`src/rtl/map_cell_expander_pkg.sv`:
```
// Shared constants and types for map-cell to display-pixel expansion.
// Cell geometry is SX x SY pixels on a 128x128 map.
package map_pkg;

    localparam int SX      = 8;
    localparam int SY      = 6;
    localparam int MAP_W   = 7;
    localparam int PIX_W   = 12;
    localparam int MAP_DIM = 128;

    localparam int DX_W     = $clog2(SX);
    localparam int DY_W     = $clog2(SY);
    localparam int SX_SHIFT = $clog2(SX);

    localparam logic [DX_W-1:0] DX_MAX = DX_W'(SX - 1);
    localparam logic [DY_W-1:0] DY_MAX = DY_W'(SY - 1);

    typedef logic [2*MAP_W-1:0] cell_addr_t;
    typedef logic [PIX_W-1:0]   pix_coord_t;

    typedef enum logic {
        IDLE,
        EMIT
    } exp_state_t;

endpackage

```
`src/rtl/map_cell_expander_cell_base_calc.sv`:
```
// Combinational cell origin: map {row, col} to the top-left display pixel.
// Uses shifts and adds only, so it can be dropped into any cell-origin path.
module cell_base_calc
    import map_pkg::*;
(
    input  logic [2*MAP_W-1:0] cell_addr,
    output logic [PIX_W-1:0]   base_row,
    output logic [PIX_W-1:0]   base_col
);

    pix_coord_t row_ext;
    pix_coord_t col_ext;

    assign row_ext = pix_coord_t'(cell_addr[2*MAP_W-1 -: MAP_W]);
    assign col_ext = pix_coord_t'(cell_addr[MAP_W-1:0]);

    // row*6 = row*4 + row*2; largest result 762 fits PIX_W without carry-out.
    assign base_row = (row_ext << 2) + (row_ext << 1);
    assign base_col = col_ext << SX_SHIFT;

endmodule

```
`src/rtl/map_cell_expander.sv`:
```
// Streams every display pixel covered by one map cell over valid/ready.
// Define MAP_CELL_EXPANDER_BORDER_EN to emit only the cell perimeter.
module map_cell_expander
    import map_pkg::*;
(
    input  logic               clk,
    input  logic               rst_n,
    input  logic               cell_valid,
    output logic               cell_ready,
    input  logic [2*MAP_W-1:0] cell_addr,
    output logic               pix_valid,
    input  logic               pix_ready,
    output logic [PIX_W-1:0]   pixel_row,
    output logic [PIX_W-1:0]   pixel_column,
    output logic               pix_last,
    output logic               busy
);

    exp_state_t      state;
    pix_coord_t      base_row;
    pix_coord_t      base_col;
    pix_coord_t      calc_row;
    pix_coord_t      calc_col;
    logic [DX_W-1:0] dx;
    logic [DY_W-1:0] dy;
    logic [DX_W-1:0] dx_next;
    logic [DY_W-1:0] dy_next;

    cell_base_calc u_base (
        .cell_addr (cell_addr),
        .base_row  (calc_row),
        .base_col  (calc_col)
    );

    // NOTE: defaults first so every path assigns both outputs; no latch inferred.
    always_comb begin
        dx_next = dx + 1'b1;
        dy_next = dy;
        if (dx == DX_MAX) begin
            dx_next = '0;
            dy_next = dy + 1'b1;
        end
`ifdef MAP_CELL_EXPANDER_BORDER_EN
        else if (dx == '0 && dy != '0 && dy != DY_MAX) begin
            dx_next = DX_MAX;
        end
`endif
    end

    // NOTE: non-blocking assignments so all registers update from pre-edge values.
    always_ff @(posedge clk) begin
        if (!rst_n) begin
            state        <= IDLE;
            cell_ready   <= 1'b1;
            pix_valid    <= 1'b0;
            pix_last     <= 1'b0;
            busy         <= 1'b0;
            pixel_row    <= '0;
            pixel_column <= '0;
            base_row     <= '0;
            base_col     <= '0;
            dx           <= '0;
            dy           <= '0;
        end else begin
            case (state)
                IDLE: begin
                    if (cell_valid && cell_ready) begin
                        base_row     <= calc_row;
                        base_col     <= calc_col;
                        dx           <= '0;
                        dy           <= '0;
                        pixel_row    <= calc_row;
                        pixel_column <= calc_col;
                        pix_last     <= 1'b0;
                        pix_valid    <= 1'b1;
                        cell_ready   <= 1'b0;
                        busy         <= 1'b1;
                        state        <= EMIT;
                    end
                end
                EMIT: begin
                    if (pix_ready) begin
                        if (pix_last) begin
                            pix_valid  <= 1'b0;
                            pix_last   <= 1'b0;
                            cell_ready <= 1'b1;
                            busy       <= 1'b0;
                            state      <= IDLE;
                        end else begin
                            dx           <= dx_next;
                            dy           <= dy_next;
                            pixel_row    <= base_row + pix_coord_t'(dy_next);
                            pixel_column <= base_col + pix_coord_t'(dx_next);
                            pix_last     <= (dy_next == DY_MAX) && (dx_next == DX_MAX);
                        end
                    end
                end
                default: state <= IDLE;
            endcase
        end
    end

endmodule

```
`config.mk`:
```
export PLATFORM = sky130hd
export DESIGN_NAME = map_cell_expander
export DESIGN_NICKNAME = d
export VERILOG_FILES = /design/src/rtl/map_cell_expander_pkg.sv /design/src/rtl/map_cell_expander_cell_base_calc.sv /design/src/rtl/map_cell_expander.sv
export SDC_FILE = /design/constraint.sdc
export NUM_CORES = 1
export LEC_CHECK = 0
export CAP_MARGIN = 15
export CORE_UTILIZATION = 36
export CTS_CLUSTER_DIAMETER = 50
export CTS_CLUSTER_SIZE = 28
export DETAILED_ROUTE_END_ITERATION = 16
export PLACE_DENSITY = 0.65
export SYNTH_ARGS = -nofsm -noshare
export SYNTH_HDL_FRONTEND = slang
export SYNTH_SLANG_ARGS = --single-unit
```
`constraint.sdc`:
```
create_clock -name clk -period 3.3 [get_ports clk]
set_clock_uncertainty 0.05 [all_clocks]
set_input_delay 0.825 -clock clk [delete_from_list [all_inputs] [get_ports clk]]
set_output_delay 0.825 -clock clk [all_outputs]
set_load 0.05 [all_outputs]
```
==> summary.md <==
| Metric | Value |
|---|---|
| Outcome | completed |
| Via-to-Cell Ratio | 5.32 |
| Clock Tree Root | clkbuf_8 |
| CP peak stage delay | 0.47 ns |
| Commonest non-fill, non-tap cell in the layout | dfxtp_1 |
| Post-route setup TNS | 0 ns |
| Antenna Cells | 0 |
| FFs w/ async S/R, synth | 0 |
| Slowest-stage cell, CP | clkdlybuf4s50_1 |
| Design area | 0.00295 sq mm |
| Hold Vio Cnt, Final | 0 |
| Synthesis-to-finish area growth | 24.2% |
| CTS Hold Bufs | 0 |
| Area of the multi-input gates | 0.00138 sq mm |
| Port bufs | 42 |
| Synth Area in Simple Gates | 0.201 |
| Worst R2R End | pixel_row[5]$_SDFFE_PN0P_ |
| FF/Latch Area | 861 sq um |
| Yosys reg bits | 43 |
| Required @ worst endpoint | 3.48 ns |
| Hold endpoint | base_col[4]$_SDFFE_PN0P_ |
| Post-CTS Setup Inserts | 0 |
| Fmax | 372 MHz |
| R2R setup slack | 0.69 ns |
| Initial core utilization | 0.374 |
| Register area share after synthesis | 0.362 |
| Clk buf depth | 2 |
| Synth top area share | 0.362 |
| DP HPWL | 3820 microns |
| Initial detailed-routing violation count | 129 |
| Die H | 83.2 microns |
| # fillers | 621 |
| WL/cell | 13.6 microns |
| Most used flip-flop cell after synthesis | dfxtp_1 |
| Die Span X | 83.2 microns |
| Critical Path Fanout Max | 4 |
| Placement Cell Area | 0.00282 sq mm |
| Post-synth EDFFs | 0 |
| Worst EP arrival | 2.87 ns |
| Hold crit path type | reg -> reg |
| Clk slew on worst S/H paths | 0.08 ns |
| Core ar. | 0.00635 sq mm |
| Power per cell area | 493 mW/mm^2 |
| Cell accounting for the most synthesized area | dfxtp_1 |
| Largest net degree at the start of global routing | 25 |
| Final setup violation count | 0 |
| Syn. warnings | 0 |
| Clk_lat worst skew | 0.30 ns |
| WHS Path Cells | 2 |
| GRT Total Usage | 0.159 |
| P_leak | 1.14 nW |
| CTS buffer count | 5 |
| Vias in the first global route | 1854 |
| Largest family of logic cells by synthesized area | compound AO/OA/AOI/OAI gates |
| Mapped Area | 0.00237 sq mm |
| # nets final | 344 |
| CTS tree | done |
| Post-Place Cells | 381 |
| Min-delay src | base_col[4]$_SDFFE_PN0P_ |
| Routed wire length | 5290 microns |
| Largest cells by area after synthesis | dfxtp_1, ha_1, nand2_1 |
| CTS sink cnt | 43 |
| Max Cap Viol | 0 |
| Cell variety after synth | 50 |
| Row cnt | 29 |
| Worst Path Class, Setup | in -> reg |
| Final period utilization | 0.814 |
| Full die area | 0.00693 sq mm |
| Post-layout min period | 2.69 ns |
| VDD IR max | 0.217 mV |
| Drt drc | 0 |
| Worst r2r src | dx[0]$_SDFFE_PN0P_ |
| Cell breakdown of the critical path | clkdlybuf4s50_1, ha_1, fa_1, a211oi_2, nor2_1, or3_1, a21oi_1 |
| Crit. End Element | register |
| RSZ-0062 raised after global routing | no |
| Most frequent cells in the layout | dfxtp_1, clkdlybuf4s50_1, nand2_1 |
| Share of layout cells above drive strength 1 | 0.0769 |
| Post-Synth XOR/XNOR Area | 0.0148 |
| Slew @ Worst Pin | 0.541 ns |
| Avg Cell Area, Syn | 8.64 sq um |
| Congestion Overflow GR | 0 |
| H-tree Lvls | 2 |
| Mux cell area share after synthesis | 0.0469 |
| Post-CTS Resized | 0 |
| Detailed Routing Iterations Pass 1 | 4 |
| Routed vias | 2070 |
| Top-level I/O count | 46 |
| Synth Area in Adders | 0.0854 |
| Initial antenna violation count | 0 |
| Detail Route Antenna Nets | 0 |
| Crit start category | input pin |
| Complex-gate fraction of the synthesized area | 0.229 |
| Worst r2r path cells | 9 |
| RD Place Congestion | 0.796 |
| First-pass GRT wire length | 8910 microns |
| Slew Viols, Final | 0 |
| Mapped Cells | 275 |
| Worst slew margin | 0.638 |
| Finished Layout Cells | 389 |
## synth_stat cells (3+ instances only)
master	number
a211oi_1	13
a21o_1	3
a21oi_1	25
a22oi_1	4
a31oi_1	3
and3b_1	3
buf_2	8
buf_4	6
clkbuf_1	5
dfxtp_1	43
ha_1	13
inv_1	3
mux2i_1	10
nand2_1	35
nand3_1	9
nor2_1	24
nor2b_1	3
nor3b_1	3
o211ai_1	3
o21ai_0	11
or3_1	3
xnor2_1	4
## layout make-up
type / instances / share of cell area
inverters: 4 / 0.00509
well taps: 77 / 0.0327
clock buffers: 6 / 0.0246
multi-input cells: 209 / 0.468
clock inverters: 2 / 0.0204
repair buffers: 48 / 0.158
flip-flops and latches: 43 / 0.292
## per-layer routing
| metal | track usage | vias up | share of wire |
|---|---|---|---|
| met5 | 0 | - | 0 |
| met4 | 0.0690 | 0 | 0.021 |
| met3 | 0.0348 | 7 | 0.036 |
| met2 | 0.242 | 42 | 0.43 |
| met1 | 0.217 | 958 | 0.51 |
| li1 | - | 1063 | - |
## cell families after synthesis
kind of cell / Yosys count
AO/OA/AOI/OAI: 80
AND/OR/NAND/NOR: 96
flip-flops: 43
other: 1
adder cells (fa/ha/maj): 15
multiplexers: 11
buffers and inverters: 25
XOR/XNOR: 4
## sequential cells by signal (all words and copies together), names as in the netlist
name          flops
base_col          7
base_row          9
busy              1
cell_ready        1
dx                2
dy                3
pix_last          1
pixel_column      8
pixel_row        10
state             1
## critical path, delay by kind of cell
| family | cells | cell delay [ns] |
|---|---|---|
| AO/OA/AOI/OAI | 2 | 0.43 |
| adder cells (fa/ha/maj) | 2 | 0.69 |
| buffers and inverters | 1 | 0.47 |
| AND/OR/NAND/NOR | 2 | 0.45 |
## per-stage QoR
stage                     worst slack (ns)  hold WS (ns)  utilization  power [mW]
after detailed placement             0.306         0.398        0.444       0.975
after global placement               0.324         0.391        0.444       0.971
after global routing                 0.496         0.432        0.465        1.52
after CTS                            0.611         0.410        0.465        1.46
final                                0.614         0.407        0.465        1.45
after floorplan                      0.594         0.386            -       0.866
## where the power goes
part           switching, mW  total, mW  internal, mW
clock                  0.188      0.491         0.303
sequential            0.0333      0.591         0.558
combinational          0.230      0.372         0.141
## worst max path at each step
stage | slack (ns) | to | start | cells after the start
2_1_floorplan | 0.59 | pixel_row[9]$_SDFFE_PN0P_ | dx[0]$_SDFFE_PN0P_ | 9
3_3_place_gp | 0.32 | base_row[6]$_SDFFE_PN0P_ | cell_addr[7] | 7
3_5_place_dp | 0.31 | base_row[6]$_SDFFE_PN0P_ | cell_addr[8] | 7
4_1_cts | 0.61 | base_row[6]$_SDFFE_PN0P_ | cell_addr[8] | 7
5_1_grt | 0.50 | pixel_row[8]$_SDFFE_PN0P_ | cell_addr[8] | 7
6_report | 0.61 | base_row[6]$_SDFFE_PN0P_ | cell_addr[7] | 7
Power figures use the tool's default switching activity.
==> patch: new RTL, same settings <==
Add a define of `MAP_CELL_EXPANDER_BORDER_EN`.
--- a/src/rtl/map_cell_expander.sv
+++ b/src/rtl/map_cell_expander.sv
@@ -2,2 +2,4 @@
 // Define MAP_CELL_EXPANDER_BORDER_EN to emit only the cell perimeter.
+`define MAP_CELL_EXPANDER_BORDER_EN
+
 module map_cell_expander
Function: same outputs for any inputs over 4 cycles, from zero or initial values and one cycle with rst_n low; that may be too few to reach the edited logic, so the function may still have changed.
==> patch against the original RTL <==
  * Final area up 2.0%
  * Worst setup slack lost 0.048 ns
  * Wire length decreased by 1.1%
  * Sequential cell count stayed put
  * Total power down 11%
  * Worst hold slack is essentially flat
  * Synthesized area grew 4.9%
  * Critical path depth up 3
==> patch: results (changes against the original RTL) <==
Status: completed (unchanged)
Met3 WL: 159 µm (was 192 µm)
Syn avg cell area: 8.772 µm² (was 8.636 µm²)
Crit path max-delay cell type: dfxtp_1 (was clkdlybuf4s50_1)
Hold_sp: base_col[5]$_SDFFE_PN0P_ (was base_col[4]$_SDFFE_PN0P_)
Distinct cells, synth: 53 (was 50)
Fillers: 649 (was 621)
Peak VDD IR: 0.2005 mV (was 0.2168 mV)
DP Area: 0.002937 mm² (was 0.002818 mm²)
Met2 WL: 2394 µm (was 2277 µm)
Layout Cells excl Fill: 396 (was 389)
Vias per cell: 5.222 (was 5.321)
Worst-path fanout max: 6 (was 4)
Worst Path Arrival: 2.92 ns (was 2.87 ns)
First-pass GRT wire length: 8756 µm (was 8914 µm)
Top sig layer: met4 (unchanged)
Seq/Total Area, Yosys: 34.56% (was 36.25%)
Pre-CTS WS: 0.5040 ns (was 0.3063 ns)
Most frequent cells after synthesis: nand2_1 (53), dfxtp_1 (43), a21boi_1 (18), ha_1 (16), nand3_1 (15) (was dfxtp_1 (43), nand2_1 (35), a21oi_1 (25), nor2_1 (24))
Final worst-path cycle share: 82.86% (was 81.40%)
Pre-Repair DR Iteration Count: 4 (unchanged)
RD Place Congestion: 0.7925 (was 0.7956)
DRC marker count from the first detailed-route iteration: 72 (was 129)
WHS Endpoint: base_col[5]$_SDFFE_PN0P_ (was base_col[4]$_SDFFE_PN0P_)
Number of cells on the worst reg-to-reg path: 10 (was 9)
Hpwl dp: 3779 µm (was 3816 µm)
Gr usage total: 15.24% (was 15.94%)
Clock latency on the worst-skew pair: 0.29 ns
Final-stage net count: 356 (was 344)
GR met3 Demand/Resource: 3.210% (was 3.479%)
Vias in the first global route: 1,859 (was 1,854)
Largest net degree at the start of global routing: 31 (was 25)
Top cells by area, synth: dfxtp_1 (35%), ha_1 (8.0%), nand2_1 (8.0%) (was dfxtp_1 (36%), ha_1 (6.8%), nand2_1 (5.5%))
Share of cells above drive strength 1: 6.270% (was 7.692%)
Cells after DPL: 390 (was 381)
Post-synth top flop: dfxtp_1 (unchanged)
Pleak: 1.223 nW (was 1.142 nW)
Final WL: 5230 µm (was 5288 µm)
Met2 usage: 24.12% (was 24.22%)
PD cells: 428.2 mW/mm² (was 492.8 mW/mm²)
Reg2Reg Setup Slack: 0.57 ns (was 0.69 ns)
M1 WL: 2631 µm (was 2706 µm)
patch: cell count changes after synthesis, sizes merged, moves of 3 or more:
cell | before | now
nor2 | 25 | 12
inv | 4 | 7
xor2 | 0 | 3
o211a | 2 | 11
a21boi | 0 | 20
nand3 | 10 | 15
a211oi | 15 | 2
ha | 13 | 16
a21oi | 27 | 7
nand2 | 35 | 54
nor2b | 3 | 8
patch: logic make-up after synthesis:
family          synth area share [%]
simple gates                   21.10
buf+inv                        5.726
xor+xnor                       3.164
compound gates                 20.39
other cells                   0.1505
flops                          34.56
fa+ha+maj                      9.643
mux                            5.274
patch: area by class of cell:
class / instances / area share (%)
clock buffer: 6 / 2.412
inverter: 7 / 0.8732
multi-input combinational: 216 / 49.69
sequential: 43 / 28.61
tap: 77 / 3.202
timing repair buffer: 47 / 15.22
patch: report_power, final:
part | internal (W) | switching, W | total [W]
sequential | 0.000561 | 0.0000321 | 0.000593
combinational | 0.000149 | 0.000239 | 0.000388
clock | 0.000141 | 0.000166 | 0.000307
